==> src/rtl/i2c_slave_pkg.sv <==
// Shared definitions for the I2C register slave: FSM encoding and SDA drive levels.
package i2c_slave_pkg;

    localparam int STATE_W = 3;

    typedef enum logic [STATE_W-1:0] {
        ST_IDLE     = 3'd0,
        ST_ADDR     = 3'd1,
        ST_ADDR_ACK = 3'd2,
        ST_RX_BYTE  = 3'd3,
        ST_RX_ACK   = 3'd4,
        ST_TX_BYTE  = 3'd5,
        ST_TX_ACK   = 3'd6,
        ST_IGNORE   = 3'd7
    } state_t;

    localparam logic ACK     = 1'b0;
    localparam logic NACK    = 1'b1;
    localparam logic RELEASE = 1'b1;

endpackage

==> src/rtl/i2c_bus_sync.sv <==
// Synchronises SCL/SDA into clk and derives edge pulses plus START/STOP conditions.
module i2c_bus_sync (
    input  logic clk,
    input  logic nrst,
    input  logic scl_in,
    input  logic sda_in,
    output logic sda,
    output logic scl_rise,
    output logic scl_fall,
    output logic start_det,
    output logic stop_det
);

    logic scl_meta_reg, scl_sync_reg, scl_prev_reg;
    logic sda_meta_reg, sda_sync_reg, sda_prev_reg;
    logic sda_rise, sda_fall;

    // Two-flop synchroniser plus a history flop per line; idle bus level is high.
    always_ff @(posedge clk) begin
        if (!nrst) begin
            scl_meta_reg <= 1'b1;
            scl_sync_reg <= 1'b1;
            scl_prev_reg <= 1'b1;
            sda_meta_reg <= 1'b1;
            sda_sync_reg <= 1'b1;
            sda_prev_reg <= 1'b1;
        end else begin
            scl_meta_reg <= scl_in;
            scl_sync_reg <= scl_meta_reg;
            scl_prev_reg <= scl_sync_reg;
            sda_meta_reg <= sda_in;
            sda_sync_reg <= sda_meta_reg;
            sda_prev_reg <= sda_sync_reg;
        end
    end

    assign sda       = sda_sync_reg;
    assign scl_rise  = scl_sync_reg & ~scl_prev_reg;
    assign scl_fall  = ~scl_sync_reg & scl_prev_reg;
    assign sda_rise  = sda_sync_reg & ~sda_prev_reg;
    assign sda_fall  = ~sda_sync_reg & sda_prev_reg;
    // SDA moving while SCL is high is a bus condition, never data.
    assign start_det = sda_fall & scl_sync_reg;
    assign stop_det  = sda_rise & scl_sync_reg;

endmodule

==> src/rtl/i2c_slave_responder.sv <==
// Register-file I2C slave: address match/ACK, pointer-then-data writes, auto-increment reads.
module i2c_slave_responder
    import i2c_slave_pkg::*;
#(
    parameter logic [6:0] SLAVE_ADDR = 7'h50,
    parameter int         REG_COUNT  = 4,
    parameter int         PTR_W      = 2
) (
    input  logic             clk,
    input  logic             nrst,
    input  logic             i2c_scl_i,
    input  logic             i2c_sda_i,
    output logic             i2c_slave_sda_o,
    input  logic [PTR_W-1:0] reg_rd_addr,
    output logic [7:0]       reg_rd_data,
    output logic             wr_strobe,
    output logic [PTR_W-1:0] wr_index,
    output logic             busy
);

    logic sda_s, scl_rise, scl_fall, start_det, stop_det;

    i2c_bus_sync u_sync (
        .clk       (clk),
        .nrst      (nrst),
        .scl_in    (i2c_scl_i),
        .sda_in    (i2c_sda_i),
        .sda       (sda_s),
        .scl_rise  (scl_rise),
        .scl_fall  (scl_fall),
        .start_det (start_det),
        .stop_det  (stop_det)
    );

    state_t           state_reg, state_next;
    logic [2:0]       bit_cnt_reg, bit_cnt_next;
    logic [7:0]       shift_reg, shift_next;
    logic             sda_reg, sda_next;
    logic             busy_reg, busy_next;
    logic [PTR_W-1:0] pointer_reg, pointer_next;
    logic             rw_reg, rw_next;
    logic             first_reg, first_next;
    logic             ack_seen_reg, ack_seen_next;
    logic             wr_strobe_reg, wr_strobe_next;
    logic [PTR_W-1:0] wr_index_reg, wr_index_next;

    logic [7:0]           regs [REG_COUNT];
    logic [7:0]           byte_in;
    logic [7:0]           tx_word;
    logic                 reg_we;
    logic [REG_COUNT-1:0] reg_sel;

    assign byte_in = {shift_reg[6:0], sda_s};
    assign tx_word = regs[pointer_reg];

    // State and datapath registers; reset releases SDA on the same edge.
    always_ff @(posedge clk) begin
        if (!nrst) begin
            state_reg     <= ST_IDLE;
            bit_cnt_reg   <= '0;
            shift_reg     <= '0;
            sda_reg       <= RELEASE;
            busy_reg      <= 1'b0;
            pointer_reg   <= '0;
            rw_reg        <= 1'b0;
            first_reg     <= 1'b0;
            ack_seen_reg  <= 1'b0;
            wr_strobe_reg <= 1'b0;
            wr_index_reg  <= '0;
        end else begin
            state_reg     <= state_next;
            bit_cnt_reg   <= bit_cnt_next;
            shift_reg     <= shift_next;
            sda_reg       <= sda_next;
            busy_reg      <= busy_next;
            pointer_reg   <= pointer_next;
            rw_reg        <= rw_next;
            first_reg     <= first_next;
            ack_seen_reg  <= ack_seen_next;
            wr_strobe_reg <= wr_strobe_next;
            wr_index_reg  <= wr_index_next;
        end
    end

    // Next-state logic; START/STOP override whatever byte is in flight.
    always_comb begin
        state_next     = state_reg;
        bit_cnt_next   = bit_cnt_reg;
        shift_next     = shift_reg;
        sda_next       = sda_reg;
        busy_next      = busy_reg;
        pointer_next   = pointer_reg;
        rw_next        = rw_reg;
        first_next     = first_reg;
        ack_seen_next  = ack_seen_reg;
        wr_strobe_next = 1'b0;
        wr_index_next  = wr_index_reg;
        reg_we         = 1'b0;

        if (start_det) begin
            state_next   = ST_ADDR;
            bit_cnt_next = '0;
            sda_next     = RELEASE;
            busy_next    = 1'b0;
        end else if (stop_det) begin
            state_next = ST_IDLE;
            sda_next   = RELEASE;
            busy_next  = 1'b0;
        end else begin
            case (state_reg)
                ST_ADDR: begin
                    if (scl_rise) begin
                        shift_next   = byte_in;
                        bit_cnt_next = bit_cnt_reg + 3'd1;
                        if (bit_cnt_reg == 3'd7) begin
                            rw_next = byte_in[0];
                            if (byte_in[7:1] == SLAVE_ADDR) begin
                                state_next = ST_ADDR_ACK;
                                busy_next  = 1'b1;
                            end else begin
                                state_next = ST_IGNORE;
                            end
                        end
                    end
                end
                // First fall starts the ACK; second fall ends it and picks the direction.
                ST_ADDR_ACK: begin
                    if (scl_fall) begin
                        bit_cnt_next = '0;
                        if (sda_reg == RELEASE) begin
                            sda_next = ACK;
                        end else if (!rw_reg) begin
                            sda_next   = RELEASE;
                            first_next = 1'b1;
                            state_next = ST_RX_BYTE;
                        end else begin
                            sda_next   = tx_word[7];
                            shift_next = tx_word;
                            state_next = ST_TX_BYTE;
                        end
                    end
                end
                ST_RX_BYTE: begin
                    if (scl_rise) begin
                        shift_next   = byte_in;
                        bit_cnt_next = bit_cnt_reg + 3'd1;
                        if (bit_cnt_reg == 3'd7) begin
                            state_next = ST_RX_ACK;
                            if (first_reg) begin
                                pointer_next = byte_in[PTR_W-1:0];
                                first_next   = 1'b0;
                            end else begin
                                reg_we         = 1'b1;
                                wr_strobe_next = 1'b1;
                                wr_index_next  = pointer_reg;
                                pointer_next   = pointer_reg + PTR_W'(1);
                            end
                        end
                    end
                end
                ST_RX_ACK: begin
                    if (scl_fall) begin
                        if (sda_reg == RELEASE) begin
                            sda_next = ACK;
                        end else begin
                            sda_next     = RELEASE;
                            bit_cnt_next = '0;
                            state_next   = ST_RX_BYTE;
                        end
                    end
                end
                // Bit 7 is already on the wire on entry; each fall presents the next bit.
                ST_TX_BYTE: begin
                    if (scl_fall) begin
                        if (bit_cnt_reg == 3'd7) begin
                            sda_next      = RELEASE;
                            pointer_next  = pointer_reg + PTR_W'(1);
                            ack_seen_next = 1'b0;
                            state_next    = ST_TX_ACK;
                        end else begin
                            bit_cnt_next = bit_cnt_reg + 3'd1;
                            sda_next     = shift_reg[3'd6 - bit_cnt_reg];
                        end
                    end
                end
                ST_TX_ACK: begin
                    if (scl_rise) begin
                        if (sda_s == ACK) begin
                            ack_seen_next = 1'b1;
                        end else begin
                            state_next = ST_IGNORE;
                            busy_next  = 1'b0;
                        end
                    end else if (scl_fall && ack_seen_reg) begin
                        sda_next     = tx_word[7];
                        shift_next   = tx_word;
                        bit_cnt_next = '0;
                        state_next   = ST_TX_BYTE;
                    end
                end
                default: begin
                    sda_next = RELEASE;
                end
            endcase
        end
    end

    // One select line per register so only the addressed entry loads.
    generate
        for (genvar gi = 0; gi < REG_COUNT; gi++) begin : g_sel
            assign reg_sel[gi] = reg_we && (pointer_reg == PTR_W'(gi));
        end
    endgenerate

    // Register file; cleared by reset, written when a data byte completes.
    always_ff @(posedge clk) begin
        if (!nrst) begin
            for (int i = 0; i < REG_COUNT; i++) regs[i] <= '0;
        end else begin
            for (int i = 0; i < REG_COUNT; i++) begin
                if (reg_sel[i]) regs[i] <= byte_in;
            end
        end
    end

    assign reg_rd_data     = regs[reg_rd_addr];
    assign i2c_slave_sda_o = sda_reg;
    assign busy            = busy_reg;
    assign wr_strobe       = wr_strobe_reg;
    assign wr_index        = wr_index_reg;

endmodule

==> config.mk <==
export PLATFORM = sky130hd
export DESIGN_NAME = i2c_slave_responder
export DESIGN_NICKNAME = d
export VERILOG_FILES = /design/src/rtl/i2c_slave_pkg.sv /design/src/rtl/i2c_bus_sync.sv /design/src/rtl/i2c_slave_responder.sv
export SDC_FILE = /design/constraint.sdc
export NUM_CORES = 1
export LEC_CHECK = 0
export ABC_AREA = 1
export BUFFER_PORTS_ARGS = -buffer_cell sky130_fd_sc_hd__clkbuf_2
export CORE_ASPECT_RATIO = 1.25
export CORE_UTILIZATION = 30
export CTS_BUF_LIST = sky130_fd_sc_hd__clkbuf_4
export CTS_CLUSTER_DIAMETER = 120
export DETAILED_ROUTE_END_ITERATION = 10
export GPL_TIMING_DRIVEN = 0
export HOLD_SLACK_MARGIN = 0.05
export SYNTH_ARGS = -nofsm -noshare
export SYNTH_HDL_FRONTEND = slang
export SYNTH_HIERARCHICAL = 1
export SYNTH_SLANG_ARGS = --single-unit
==> constraint.sdc <==
create_clock -name clk -period 3.7 [get_ports clk]
set_input_delay 0.37 -clock clk [delete_from_list [all_inputs] [get_ports clk]]
set_output_delay 0.37 -clock clk [all_outputs]
set_load 0.05 [all_outputs]
==> metrics.cfg <==
[outcome]
outcome = complete, no violations

[clock_network]
cts_setup_buffers = 0
clockRootBuffer = clkbuf_4
hold_buffers = 0
numCtsBuffers = 9
clk_pin_slew_ps = 110
cts.sinks = 64
cts_tree = done
cts_resized = 0
cts_buffer_depth = 2
cts_htree_levels = 3
insertion_delay_ps = 420

[timing]
relSlewSlack_pct = 69.19
hold_viol = 0
fin_crit_ps = 2169
fin_ws_ps = 1531
setup_violations = 0
slew_violations = 0
worstMarginPinSlew_ps = 462.1
fmax_ghz = 0.4611
finalClockSkew_ps = 15.29
rsz0062_at_grt = no
fin_tns_setup_ps = 0
final.period_utilization_pct = 58.62

[yosys]
synth_edf_count = 32
postSynthAreaPerCell_um2 = 7.189
syn_inst = 491
synth_common_cells = 117 x nor2_1, 110 x nand2_1, 50 x o21ai_0
ys_warn_count = 6
synth.most_common_cell = nor2_1
ys.flop_type = edfxtp_1
synth.net_count = 504
yosys.area.top_type = edfxtp_1
synth_area_leaders = edfxtp_1 27%, dfxtp_1 18%, nor2_1 12%
syn_area_um2 = 3530
synth_cell_type_count = 29
synth_top_area_share_pct = 27.22
synth_seq_area_share_pct = 45.37
ys_ff_latch = 64
async_flop_share_pct = 0

[floorplanning]
rows = 43
ios = 19
die_w_um = 99.02
die_h_um = 123.3
fp.coreArea_um2 = 11300
start_util_pct = 31.24
die_area_um2 = 12210

[route]
vias_per_cell = 4.848
wl_mm = 8.598
vias = 3200
drtPass1Iterations = 7
wire_per_inst_um = 13.03
ant_nets = 0
route.detailed.drc = 0
drtIter0Drc = 189

[layout]
syn2layout_area_growth_pct = 11.95
final_util_pct = 34.97
fin_area_um2 = 3951
n_antenna_cell = 0
largest_register_ffs = 32
drive_gt1_share_pct = 10.67
nets = 533

[worst_setup_path]
r2r_cells = 8
critPathKind = reg2reg
crit_path_max_fanout = 9
regToRegEndpoint = regs[3][5]$_SDFFCE_PN0P_
cp-end-kind = flop
regToRegSetupSlack_ps = 1530
rr_startpoint = bit_cnt_reg[0]$_SDFFE_PP0P_
worst_ep_arrival_time_ps = 2250
worstSetupStartpointType = flop
critical_path_required_ps = 3780

[placed_design]
placed_cell_area_um2 = 3789
gp_congestion = 0.9909
dp_hpwl_mm = 6.749
dpl_worst_slack_ps = 1523
place.port_buffers = 18

[min_path]
holdCritPathClass = in2reg
hold_depth = 3
min-delay-start = i2c_scl_i
whs_endpoint = u_sync/scl_meta_reg$_SDFF_PN1_

[grt]
first_global_vias = 3063
grt_usage_pct = 15.39
grt_pass1_wl_mm = 14.53
grt_overflow_total = 0
antenna_found_initial = 0
grt_max_degree = 13

[flow_run]
cap_violations = 0

[power_and_ir_drop]
p_leak_nw = 1.759
power_w = 0.002542
ir_drop_uv = 241.7
cellPowerDensity_nw_per_um2 = 643.4

-- cell type report --
class | count | area (um2)
fillers | 1232 | 7347
multi-input cells | 363 | 1663
flip-flops and latches | 64 | 1602
inverters | 51 | 191.4
well taps | 135 | 168.9
clock inverters | 7 | 95.09
repair buffers | 18 | 90.09
plain buffers | 13 | 73.82
clock buffers | 9 | 67.56
-- worst max-delay path by stage --
stage / from / to / slack (ps) / depth (start not counted)
floorplan: reg_rd_addr[0] / reg_rd_data[2] / 1710 / 4
finish: bit_cnt_reg[0]$_SDFFE_PP0P_ / regs[3][5]$_SDFFCE_PN0P_ / 1530 / 8
detailed placement: bit_cnt_reg[0]$_SDFFE_PP0P_ / regs[3][2]$_SDFFCE_PN0P_ / 1520 / 8
global route: bit_cnt_reg[0]$_SDFFE_PP0P_ / regs[3][5]$_SDFFCE_PN0P_ / 1300 / 8
CTS: bit_cnt_reg[0]$_SDFFE_PP0P_ / regs[3][5]$_SDFFCE_PN0P_ / 1500 / 8
global placement: u_sync/sda$_SDFF_PN1_ / regs[3][3]$_SDFFCE_PN0P_ / 1540 / 8
-- cell usage in the layout, fill, tap and decap left out, drive strengths merged --
master    count
nor2        123
nand2       111
o21ai        56
inv          52
clkbuf       34
dfxtp        32
edfxtp       32
nand3        24
a21oi        19
o22ai        10
ha            7
buf           6
nand4         4
nor3          3
clkinv        3
o211ai        2
bufinv        2
a211oi        1
and2          1
xor2          1
nand3b        1
clkinvlp      1
-- report_power, final --
group	switching (W)	leakage (nW)	total, W	internal, W
clock	0.000271	0.0863	0.000546	0.000275
sequential	0.0000745	0.592	0.000912	0.000838
combinational	0.000736	1.08	0.00108	0.000348
-- layer usage --
layer / track usage [%] / part of all wire [%] / vias up / wire length (um)
met3: 2.883 / 4.7 / 11 / 406
li1: - / - / 1658 / -
met1: 17.39 / 43 / 1437 / 3736
met4: 6.996 / 2.0 / 0 / 168
met2: 28.10 / 50 / 94 / 4287
met5: 0 / 0 / - / 0
-- worst max-delay path: stages, from the launching register on --
cell	delay, ps
dfxtp_1	500
ha_1	200
ha_1	250
nand3_1	150
nor2_1	120
nand2_1	110
inv_2	140
nand2_1	70
nand2_1	300
-- through the flow --
stage | hold slack [ps] | instances
floorplan | 379.5 | 491
global placement | 382.8 | 644
detailed placement | 386.3 | 644
CTS | 89.90 | 660
global route | 86.73 | 660
finish | 109.8 | 660
-- kinds of logic (layout without fill, tap and decap cells) --
kind of cell,after synthesis,count (layout),share of synthesized area (%)
AOI/OAI and AO/OA,88,88,13.04
xor gates and xnor gates,1,1,0.2482
adders and majority gates,7,7,2.481
buffers and inverters,64,98,7.515
DFF,64,64,45.37
and+or+nand+nor,267,267,31.34
No activity file was read; power rests on OpenSTA's default activity.
